$ cat src/rtl/vu_cmd_sequencer.sv
// Vector-unit command sequencer: owns cmdq/ximm1q and pairs commands with immediates for issue.
// Optional stall statistics enabled by defining VU_CMD_SEQ_STALL_STATS_EN.
module vu_cmd_sequencer #(
  parameter int CMD_W     = 8,
  parameter int IMM_W     = 64,
  parameter int CMD_DEPTH = 4,
  parameter int IMM_DEPTH = 4
) (
  input  logic             clk,
  input  logic             reset_n,
  input  logic             io_enq_cmdq_valid,
  input  logic [CMD_W-1:0] io_enq_cmdq_bits,
  output logic             io_cmdq_ready,
  input  logic             io_enq_ximm1q_valid,
  input  logic [IMM_W-1:0] io_enq_ximm1q_bits,
  output logic             io_ximm1q_ready,
  output logic             io_issue_valid,
  output logic [CMD_W-1:0] io_issue_cmd,
  output logic [IMM_W-1:0] io_issue_imm,
  input  logic             io_issue_ready,
`ifdef VU_CMD_SEQ_STALL_STATS_EN
  output logic [15:0]      io_stall_count,
`endif
  output logic             io_busy
);

  localparam int CPW = $clog2(CMD_DEPTH);
  localparam int IPW = $clog2(IMM_DEPTH);
  localparam logic [CPW:0] C_FULL = (CPW+1)'(CMD_DEPTH);
  localparam logic [IPW:0] I_FULL = (IPW+1)'(IMM_DEPTH);

  typedef enum logic [1:0] {
    S_IDLE     = 2'd0,
    S_WAIT_IMM = 2'd1,
    S_ISSUE    = 2'd2
  } state_e;

  state_e           state_q, state_d;
  logic [CMD_W-1:0] cmd_q, cmd_d;
  logic [IMM_W-1:0] imm_q, imm_d;

  logic [CMD_W-1:0] c_mem_q [CMD_DEPTH];
  logic [CPW-1:0]   c_rd_q, c_wr_q;
  logic [CPW:0]     c_cnt_q;
  logic [IMM_W-1:0] i_mem_q [IMM_DEPTH];
  logic [IPW-1:0]   i_rd_q, i_wr_q;
  logic [IPW:0]     i_cnt_q;

  logic c_push_s, c_pop_s, c_empty_s;
  logic i_push_s, i_pop_s, i_empty_s;

  // Ready depends only on registered occupancy, so a full queue refuses even while popping.
  assign io_cmdq_ready   = (c_cnt_q < C_FULL);
  assign io_ximm1q_ready = (i_cnt_q < I_FULL);
  assign c_push_s        = io_enq_cmdq_valid & io_cmdq_ready;
  assign i_push_s        = io_enq_ximm1q_valid & io_ximm1q_ready;
  assign c_empty_s       = (c_cnt_q == '0);
  assign i_empty_s       = (i_cnt_q == '0);

  assign io_issue_valid = (state_q == S_ISSUE);
  assign io_issue_cmd   = cmd_q;
  assign io_issue_imm   = imm_q;
  assign io_busy        = !c_empty_s | !i_empty_s | (state_q != S_IDLE);

  always_comb begin
    state_d = state_q;
    cmd_d   = cmd_q;
    imm_d   = imm_q;
    c_pop_s = 1'b0;
    i_pop_s = 1'b0;
    case (state_q)
      S_IDLE: begin
        if (!c_empty_s) begin
          c_pop_s = 1'b1;
          cmd_d   = c_mem_q[c_rd_q];
          imm_d   = '0;
          if (c_mem_q[c_rd_q][CMD_W-1]) begin
            state_d = S_WAIT_IMM;
          end else begin
            state_d = S_ISSUE;
          end
        end else begin
          state_d = S_IDLE;
        end
      end
      S_WAIT_IMM: begin
        if (!i_empty_s) begin
          i_pop_s = 1'b1;
          imm_d   = i_mem_q[i_rd_q];
          state_d = S_ISSUE;
        end else begin
          state_d = S_WAIT_IMM;
        end
      end
      S_ISSUE: begin
        if (io_issue_ready) begin
          state_d = S_IDLE;
        end else begin
          state_d = S_ISSUE;
        end
      end
      default: begin
        state_d = S_IDLE;
      end
    endcase
  end

  always_ff @(posedge clk or negedge reset_n) begin
    if (!reset_n) begin
      state_q <= S_IDLE;
      cmd_q   <= '0;
      imm_q   <= '0;
    end else begin
      state_q <= state_d;
      cmd_q   <= cmd_d;
      imm_q   <= imm_d;
    end
  end

  always_ff @(posedge clk or negedge reset_n) begin
    if (!reset_n) begin
      for (int k = 0; k < CMD_DEPTH; k++) c_mem_q[k] <= '0;
      c_rd_q  <= '0;
      c_wr_q  <= '0;
      c_cnt_q <= '0;
    end else begin
      if (c_push_s) begin
        c_mem_q[c_wr_q] <= io_enq_cmdq_bits;
        c_wr_q          <= c_wr_q + 1'b1;
      end
      if (c_pop_s) begin
        c_rd_q <= c_rd_q + 1'b1;
      end
      case ({c_push_s, c_pop_s})
        2'b10:   c_cnt_q <= c_cnt_q + 1'b1;
        2'b01:   c_cnt_q <= c_cnt_q - 1'b1;
        default: c_cnt_q <= c_cnt_q;
      endcase
    end
  end

  always_ff @(posedge clk or negedge reset_n) begin
    if (!reset_n) begin
      for (int k = 0; k < IMM_DEPTH; k++) i_mem_q[k] <= '0;
      i_rd_q  <= '0;
      i_wr_q  <= '0;
      i_cnt_q <= '0;
    end else begin
      if (i_push_s) begin
        i_mem_q[i_wr_q] <= io_enq_ximm1q_bits;
        i_wr_q          <= i_wr_q + 1'b1;
      end
      if (i_pop_s) begin
        i_rd_q <= i_rd_q + 1'b1;
      end
      case ({i_push_s, i_pop_s})
        2'b10:   i_cnt_q <= i_cnt_q + 1'b1;
        2'b01:   i_cnt_q <= i_cnt_q - 1'b1;
        default: i_cnt_q <= i_cnt_q;
      endcase
    end
  end

`ifdef VU_CMD_SEQ_STALL_STATS_EN
  logic [15:0] stall_q;

  // Saturating count of cycles a command waits on an empty ximm1q.
  always_ff @(posedge clk or negedge reset_n) begin
    if (!reset_n) begin
      stall_q <= 16'd0;
    end else if ((state_q == S_WAIT_IMM) && i_empty_s && (stall_q != 16'hFFFF)) begin
      stall_q <= stall_q + 16'd1;
    end else begin
      stall_q <= stall_q;
    end
  end

  assign io_stall_count = stall_q;
`endif

endmodule

$ cat config.mk
export PLATFORM = sky130hd
export DESIGN_NAME = vu_cmd_sequencer
export DESIGN_NICKNAME = d
export VERILOG_FILES = /design/src/rtl/vu_cmd_sequencer.sv
export SDC_FILE = /design/constraint.sdc
export NUM_CORES = 1
export LEC_CHECK = 0
export CAP_MARGIN = 20
export CORE_ASPECT_RATIO = 1.2
export CORE_MARGIN = 2
export CORE_UTILIZATION = 45
export CTS_CLUSTER_SIZE = 25
export DETAILED_ROUTE_END_ITERATION = 7
export PLACE_DENSITY = 0.71
export SLEW_MARGIN = 20
export SYNTH_ARGS = -nofsm -noshare
export SYNTH_HDL_FRONTEND = slang
export SYNTH_SLANG_ARGS = --single-unit
$ cat constraint.sdc
create_clock -name clk -period 2.8 [get_ports clk]
set_input_delay 0.42 -clock clk [delete_from_list [all_inputs] [get_ports clk]]
set_output_delay 0.42 -clock clk [all_outputs]
set_load 0.01 [all_outputs]
* Word level (Yosys, flattened, before mapping) *
Cells that the tools add are included.

word-level totals
  register bits after elaboration = 376
  latch bits = 0
  bits in writable memories = 0
  memory bits (read-only) = 0
  input bits = 77
  logic and storage cells = 89
  memories = 0

cells by class
  add/sub/neg operators = 8
  multipliers = 0
  divide/modulo/power cells = 0
  order comparisons = 8
  equality and inequality tests = 8
  shifts and indexed selects = 0
  mux-type cells = 26
  bitwise operators = 9
  reduce and logical (&&, ||, !) cells = 13

operators by type and width
  cell                                                                  count
  64-bit 2-to-1 mux                                                     5
  256-bit bitwise mux                                                   1
  64-bit binary-select mux with 2-bit select                            1
  64-bit demux with 2-bit select                                        1
  64-bit case mux with 2 select lines                                   1
  32-bit bitwise mux                                                    1
  8-bit 2-to-1 mux                                                      3
  8-bit binary-select mux with 2-bit select                             1
  8-bit demux with 2-bit select                                         1
  3-bit greater-or-equal comparator, second input constant              4
  2-bit inverter with 3-bit output                                      4
  3-bit case mux with 2 select lines                                    2
  2-bit by 1-bit adder with 2-bit output, second input constant         4
  2-bit 2-to-1 mux                                                      4
  2-bit nonzero test                                                    4
  3-bit by 1-bit adder with 3-bit output, second input constant         2
  2-bit by 1-bit == test with 1-bit output, second input constant       3
  2-bit == test, second input constant                                  3
  3-bit zero test                                                       2
  3-bit by 1-bit < comparator with 1-bit output, second input constant  2
  3-bit < comparator, second input constant                             2
  2-bit case mux with 3 select lines                                    1
  3-bit by 1-bit subtractor with 3-bit output, second input constant    2
  1-bit 2-to-1 mux                                                      4
  other kinds (9)                                                       14

* Longest topological paths before layout *
Gate-level depths: netlist (run 1).

  depth in word-level cells = 7
  gate-level depth with buffers = 10
  depth with buffers taken out = 9

* Least setup slack after synthesis (run 1) *
No wires, ideal clock.

  path kind = register -> register
  start = reg state_q[1]
  end = reg c_cnt_q[2]
  library setup time = 0.080 ns
  data arrival time = 1.926 ns
  data required time = 2.720 ns
  setup slack = 0.794 ns
  cell stages (with the launch flop) = 10
  clock period less this slack = 2.006 ns
  cell sequence = dfrtp_1 -> nor2_1 -> nand2_1 -> inv_2 -> ha_1 -> inv_1 -> fa_1 -> xor2_1 -> nor2_1 -> xnor2_1

between the ends
  longest elaborated chain between the ends = 4
  elaborated cells between the ends (all ways) = 6
  classes of those cells = 2 x eq/ne; 2 x mux; 2 x reduce/logical

RTL lines
  element                                                                           line  source
  from (decl)                                                                       38    state_e state_q, state_d;
  from (signal assigned)                                                            114   state_q <= state_d;
  2-bit zero test *                                                                 71    case (state_q)
  1-bit 2-to-1 mux *                                                                71
  named net c_pop_s                                                                 49    logic c_push_s, c_pop_s, c_empty_s;
  2-bit by 1-bit == test with 1-bit output / 2-bit == test (equally long branches)  134   case ({c_push_s, c_pop_s})
  3-bit case mux with 2 select lines / 2-bit nonzero test (equally long branches)   --
  to (signal assigned)                                                              135   2'b10: c_cnt_q <= c_cnt_q + 1'b1;
  to (signal assigned)                                                              136   2'b01: c_cnt_q <= c_cnt_q - 1'b1;
  to (signal assigned)                                                              137   default: c_cnt_q <= c_cnt_q;
  to (decl)                                                                         44    logic [CPW:0] c_cnt_q;

The timed path passes the listed nets; every way through them passes the cells marked *.
A chain may end at the register's enable or synchronous reset.

* Worst setup path after layout (run 1) *
  start = reg state_q[1]
  end = out io_busy

between the ends
  longest elaborated chain between the ends = 2

RTL lines
  element             line  source
  2-bit nonzero test  63    assign io_busy = !c_empty_s | !i_empty_s | (state_q != S_IDLE);
  1-bit bitwise OR    63
  to (decl)           24    output logic io_busy

Every way passes these cells.

==> metrics.yaml, run 1 <==
status: "finished, final reports clean"
reg2reg_depth: 9
synth_top_family_by_area: "multiplexers"
synth.top_cell.area_share: 0.592
hp-class: "in -> async"
synth.distinct_cells: 31
antenna_found_initial: 0
final_antenna_net_count: 0
synth-simple-area-share: 0.00818
cp-end-kind: "primary output"
drc_errors: 0
period_share: 0.829
wl_per_cell_um: 20.4
place_congestion: 0.700
synth_cells: 938
syn-num-nets: 1027
grt_start_max_net_pins: 69
finalSetupTns_ps: 0
pin_count: 153
clkTransAtPathRegs_ps: 60
power.total_uw: 23700
cts_resized: 0
clk_path_buf_depth: 3
worst-setup-path-type: "reg -> out"
root_buffer: "clkbuf_16"
grt_pass1_wl_mm: 53.5
yosysSeqAreaShare: 0.592
synthArstFlopShare: 1.00
initial_core_util: 0.455
synth-adder-area-share: 0.0104
ys_ff_latch: 376
die-width_um: 176
vias: 8734
n_fill_cell: 2863
synth_compound_area_frac: 0.0432
hpwl_mm: 20.0
netlist_area_sq_um: 15900
slew_viol_final: 0
relSlewSlack: 0.403
critPathSlowestCell: "clkdlybuf4s50_1"
final_layout_size_suffix_gt1_frac: 0.461
drtIter0Drc: 334
crit_path_max_incr_delay_ps: 500
clk_latency_ps: 530
critPathArrivalTime_ps: 1900
critPathMaxFanout: 4
leakage_uw: 0.00837
p_per_area_nw_per_um2: 1220
area_growth_pct: 21.7
synthTopCellsByArea: "dfrtp_1 59%, mux2_2 21%, mux4_2 9.6%, a22o_2 3.7%, buf_2 1.2%"
yosysTopAreaCell: "dfrtp_1"
avgSynthCellArea_sq_um: 16.9
startpoint_type: "flop"
wl_mm: 32.7
cts_tree: "done"
grt_pass1_vias: 9772
fin_crit_ps: 2320
max-vdd-ir-drop_v: 0.000561
maxCapViolCount: 0
ys.flop_type: "dfrtp_1"
coreArea_sq_um: 34900
rsz0062_at_grt: "false"
grt_use_total: 0.185
dpl_worst_slack_ps: 422
finalClockSkew_ps: 14.5
worstPathCellList: "nor2_1 > nand3_1 > clkdlybuf4s50_1"
synth-warning-count: 0
grt_overflow: 0
setup_viol: 0
postPlaceCellArea_sq_um: 18100
fmax_mhz: 431
hold_viol_final: 0
die_y_um: 210
fp.dieArea_sq_um: 36900
std_cell_rows: 75
synth_edf_count: 0
via_per_inst: 5.46
final_critical_path_setup_slack_ps: 479
drtPass1Iterations: 4
cts.sinks: 376
nets: 1197
synth_xor_area_frac: 0.00661
required_ps: 2380
fin_area_sq_um: 19300
finalHoldWorstSlack_ps: 469
synth_mux_area_frac: 0.313
io_buffers: 152
htree_levels: 2
cts_buffers: 39
worst-slew-pin-transition_ps: 895
## worst max-delay path, delay by kind of cell (launching register included)
kind	cells	cell delay [ps]
buffers and inverters	1	500
flip-flops	1	400
AND/OR/NAND/NOR	2	470
## flip-flops by register name, indices dropped and copies added (netlist names)
| name | cells |
|---|---|
| c_cnt_q | 3 |
| c_mem_q | 32 |
| c_rd_q | 2 |
| c_wr_q | 2 |
| i_cnt_q | 3 |
| i_mem_q | 256 |
| i_rd_q | 2 |
| i_wr_q | 2 |
| io_issue_cmd | 8 |
| io_issue_imm | 64 |
| state_q | 2 |
## cell type report
class                           count  area, sq um  area share
Multi-Input combinational cell    490         6100       0.315
Sequential cell                   376         9420       0.487
Clock inverter                     12          134     0.00692
Inverter                           17         63.8     0.00330
Timing Repair Buffer              184         1920      0.0992
Tap cell                          462          578      0.0299
Antenna cell                        1         2.50    0.000129
Clock buffer                       58         1140      0.0588
## metal layers
layer / GRT usage / share of wire / vias to the layer above
li1: - / - / 3864
met5: 0 / 0 / -
met1: 0.242 / 0.43 / 4680
met3: 0.0295 / 0.035 / 42
met2: 0.321 / 0.51 / 148
met4: 0.0502 / 0.019 / 0
## synthesized netlist by cell type, drive strengths merged (3+ instances only)
cell and count:
dfrtp 376, mux4 72, xnor2 10, nand2 13
mux2 296, ha 10, o21ai 3, clkbuf 9
a22o 65, nand3 3, buf 46, inv 17
nor2 3
## power by group
group | internal (uW) | total [uW] | switching (uW)
sequential | 8200 | 9880 | 1680
clock | 3010 | 5110 | 2100
combinational | 5490 | 8660 | 3170
## per-stage QoR
stage          utilization  instances
6_report             0.554       1600
4_1_cts              0.554       1599
2_1_floorplan            -        938
5_1_grt              0.554       1599
3_3_place_gp         0.517       1528
3_5_place_dp         0.517       1528
## cell families after synthesis
group                    Yosys count
AO/OA/AOI/OAI                     70
XOR/XNOR                          12
adder cells (fa/ha/maj)           12
buffers and inverters             72
flip-flops                       376
multiplexers                     369
AND/OR/NAND/NOR                   27
## cell usage in the layout, fill, tap and decap left out, drive strengths merged
| master | n |
|---|---|
| and2b | 1 |
| clkdlybuf4s50 | 151 |
| fa | 2 |
| o221ai | 1 |
| mux2 | 296 |
| nor2b | 2 |
| inv | 18 |
| mux4 | 72 |
| nor3 | 2 |
| xor2 | 2 |
| a22o | 65 |
| nor2 | 3 |
| nand3 | 3 |
| or3 | 2 |
| clkbuf | 58 |
| mux2i | 1 |
| bufinv | 2 |
| clkinv | 7 |
| a22oi | 1 |
| dlygate4sd3 | 1 |
| buf | 32 |
| diode | 1 |
| dfrtp | 376 |
| xnor2 | 10 |
| clkinvlp | 2 |
| nand2b | 1 |
| o21ai | 3 |
| ha | 10 |
| nand2 | 13 |
## path summary, 6_finish.rpt
| kind | from | end | slack [ps] |
|---|---|---|---|
| setup / recovery | state_q[1] | io_busy | 480 |
| hold / removal | reset_n | io_issue_imm[24] | 470 |
| setup reg to reg | state_q[1] | c_cnt_q[2] | 540 |
| hold reg to reg | i_mem_q[185] | i_mem_q[185] | 500 |
| max in group asynchronous | reset_n | i_mem_q[41] | 1410 |
| min in group clk | i_mem_q[185] | i_mem_q[185] | 500 |
## what timing repair did
item | CTS | global route
setup buffers | 0 | 0
endpoints found under the hold margin | 59 | 0
hold buffers | 1 | 0
Power figures use the tool's default switching activity.
==> run 2, diff against run 1 <==
PLACE_DENSITY = 0.74   (was 0.71)
clock period = 1.9 ns   (was 2.8 ns; I/O delays follow)
==> metrics.yaml, run 2 (synthesized netlist as in run 1, its figures left out) <==
antennaDiodeCount: 0  # was 1
critPathMaxFanout: 3  # was 4
reg2reg_depth: 9  # unchanged
leakage_uw: 0.00861  # was 0.00837 uW
die-width_um: 176  # unchanged
postLayoutCoreUtil: 0.568  # was 0.554
clkTransAtPathRegs_ps: 60  # about the same
n_fill_cell: 2749  # was 2863
grt_pass1_vias: 9775  # was 9772
clk_path_buf_depth: 3  # unchanged
largest_reg_flops: 256  # unchanged
cts.sinks: 376  # unchanged
worst-slew-pin-transition_ps: 464  # was 895 ps
grt_start_max_net_pins: 65  # was 69
relSlewSlack: 0.690  # was 0.403
root_buffer: "clkbuf_16"  # unchanged
cts_tree: "done"  # unchanged
drtIter0Drc: 463  # was 334
grt_use_total: 0.191  # was 0.185
nets: 1226  # was 1197
setup_viol: 0  # unchanged
final_critical_path_setup_slack_ps: 77.4  # was 479 ps
cp-end-kind: "flop"  # was primary output
fmax_mhz: 549
final_layout_size_suffix_gt1_frac: 0.480  # was 0.461
clk_latency_ps: 530  # about the same
fin_crit_ps: 1820
drc_errors: 0  # unchanged
multi_input_area_sq_um: 6150  # was 6100 sq um
hp-class: "in -> async"  # unchanged
critPathArrivalTime_ps: 2240  # was 1900 ps
regArea_sq_um: 9420  # about the same
antenna_found_initial: 1  # was 0
maxCapViolCount: 0  # unchanged
grt_pass1_wl_mm: 55.1  # was 53.5 mm
crit_path_max_incr_delay_ps: 420  # was 500 ps
wl_mm: 33.7  # was 32.7 mm
dpl_worst_slack_ps: -61.4  # was 422 ps
worst-setup-path-type: "reg -> reg"  # was reg -> out
std_cell_rows: 75  # unchanged
p_per_area_nw_per_um2: 1810  # was 1220 nW/um^2
cts_buffers: 40  # was 39
critPathSlowestCell: "or3_4"  # was clkdlybuf4s50_1
finalClockSkew_ps: 16.4  # was 14.5 ps
pin_count: 153  # unchanged
die_y_um: 210  # unchanged
grt_overflow: 0  # unchanged
vias: 8870  # was 8734
startpoint_type: "flop"  # unchanged
finalHoldWorstSlack_ps: 282  # was 469 ps
worstPathCellList: "or3_4 > nand2_4 > inv_2 > ha_1 > inv_1 > fa_1 > xor2_1 > nor2_1 > xnor2_1"  # was nor2_1 > nand3_1 > clkdlybuf4s50_1
area_growth_pct: 24.8  # was 21.7%
initial_core_util: 0.455  # unchanged
hpwl_mm: 21.6  # was 20.0 mm
final_antenna_net_count: 0  # unchanged
slew_viol_final: 0  # unchanged
rsz0062_at_grt: "true"  # was false
place_congestion: 0.762  # was 0.700
layout_commonest_cell: "dfrtp_1"  # unchanged
finalSetupTns_ps: 0  # unchanged
htree_levels: 2  # unchanged
wl_per_cell_um: 20.7  # was 20.4 um
drtPass1Iterations: 4  # unchanged
hold_viol_final: 0  # unchanged
io_buffers: 152  # unchanged
max-vdd-ir-drop_v: 0.00105  # was 0.000561 V
fp.dieArea_sq_um: 36900  # unchanged
period_share: 0.959
status: "finished, final reports clean"  # unchanged
final_cell_count_no_fill: 1626  # was 1600
required_ps: 2320  # was 2380 ps
mostFrequentLayoutCells: "373 x dfrtp_1, 296 x mux2_2, 147 x clkdlybuf4s50_1, 68 x mux4_2, 58 x a22o_2"  # was 374 x dfrtp_1, 296 x mux2_2, 151 x clkdlybuf4s50_1, 68 x mux4_2, 58 x a22o_2
coreArea_sq_um: 34900  # unchanged
place_inst: 1552  # was 1528
top_register: "i_mem_q"  # unchanged
via_per_inst: 5.46  # about the same
## run 2: path summary, 6_finish.rpt
path / startpoint / end / slack (ps)
min: reset_n / io_issue_imm[13] / 280
min reg2reg: i_mem_q[80] / i_mem_q[80] / 500
min in group clk: io_issue_ready / state_q[1] / 420
max: c_cnt_q[2] / c_cnt_q[2] / 80
max in group asynchronous: reset_n / i_mem_q[96] / 880
max reg2reg: c_cnt_q[2] / c_cnt_q[2] / 80
## run 2: metrics by stage
stage | power (uW) | area (sq um)
floorplan | 23300 | 15900
global placement | 27800 | 18500
detailed placement | 28500 | 18500
CTS | 36300 | 19800
global route | 38000 | 19800
finish | 35900 | 19800
## run 2: area by class of cell
class,instances,area share
Clock buffer,60,0.0588
Tap cell,462,0.0291
Clock inverter,9,0.00643
Timing Repair Buffer,212,0.118
Multi-Input combinational cell,490,0.310
Sequential cell,376,0.475
Inverter,17,0.00334
## run 2: report_power, final
part / internal (uW) / switching (uW) / leakage, uW
registers: 12100 / 2110 / 0.00462
logic: 8690 / 5300 / 0.00337
clock network: 4640 / 3070 / 0.000624
## run 2: critical path, delay by kind of cell, from the launching register on
kind / cells / cell delay, ps
adder cells (fa/ha/maj): 2 / 350
AND/OR/NAND/NOR: 3 / 580
buffers and inverters: 2 / 120
flip-flops: 1 / 390
XOR/XNOR: 2 / 280
## run 2: per-layer routing
layer / part of all wire / wire [um] / GRT usage
met1: 0.43 / 14500 / 0.255
met2: 0.50 / 17000 / 0.323
met3: 0.044 / 1470 / 0.0351
met4: 0.021 / 695 / 0.0516
met5: 0 / 0 / 0
## run 2: what timing repair did
action,4_1_cts,5_1_grt
resized for setup,9,4
hold endpoints to repair,38,0
endpoints found under the setup margin,4,4
hold buffers,1,0
setup buffers,0,4
cloned,0,0
pin swaps,1,5
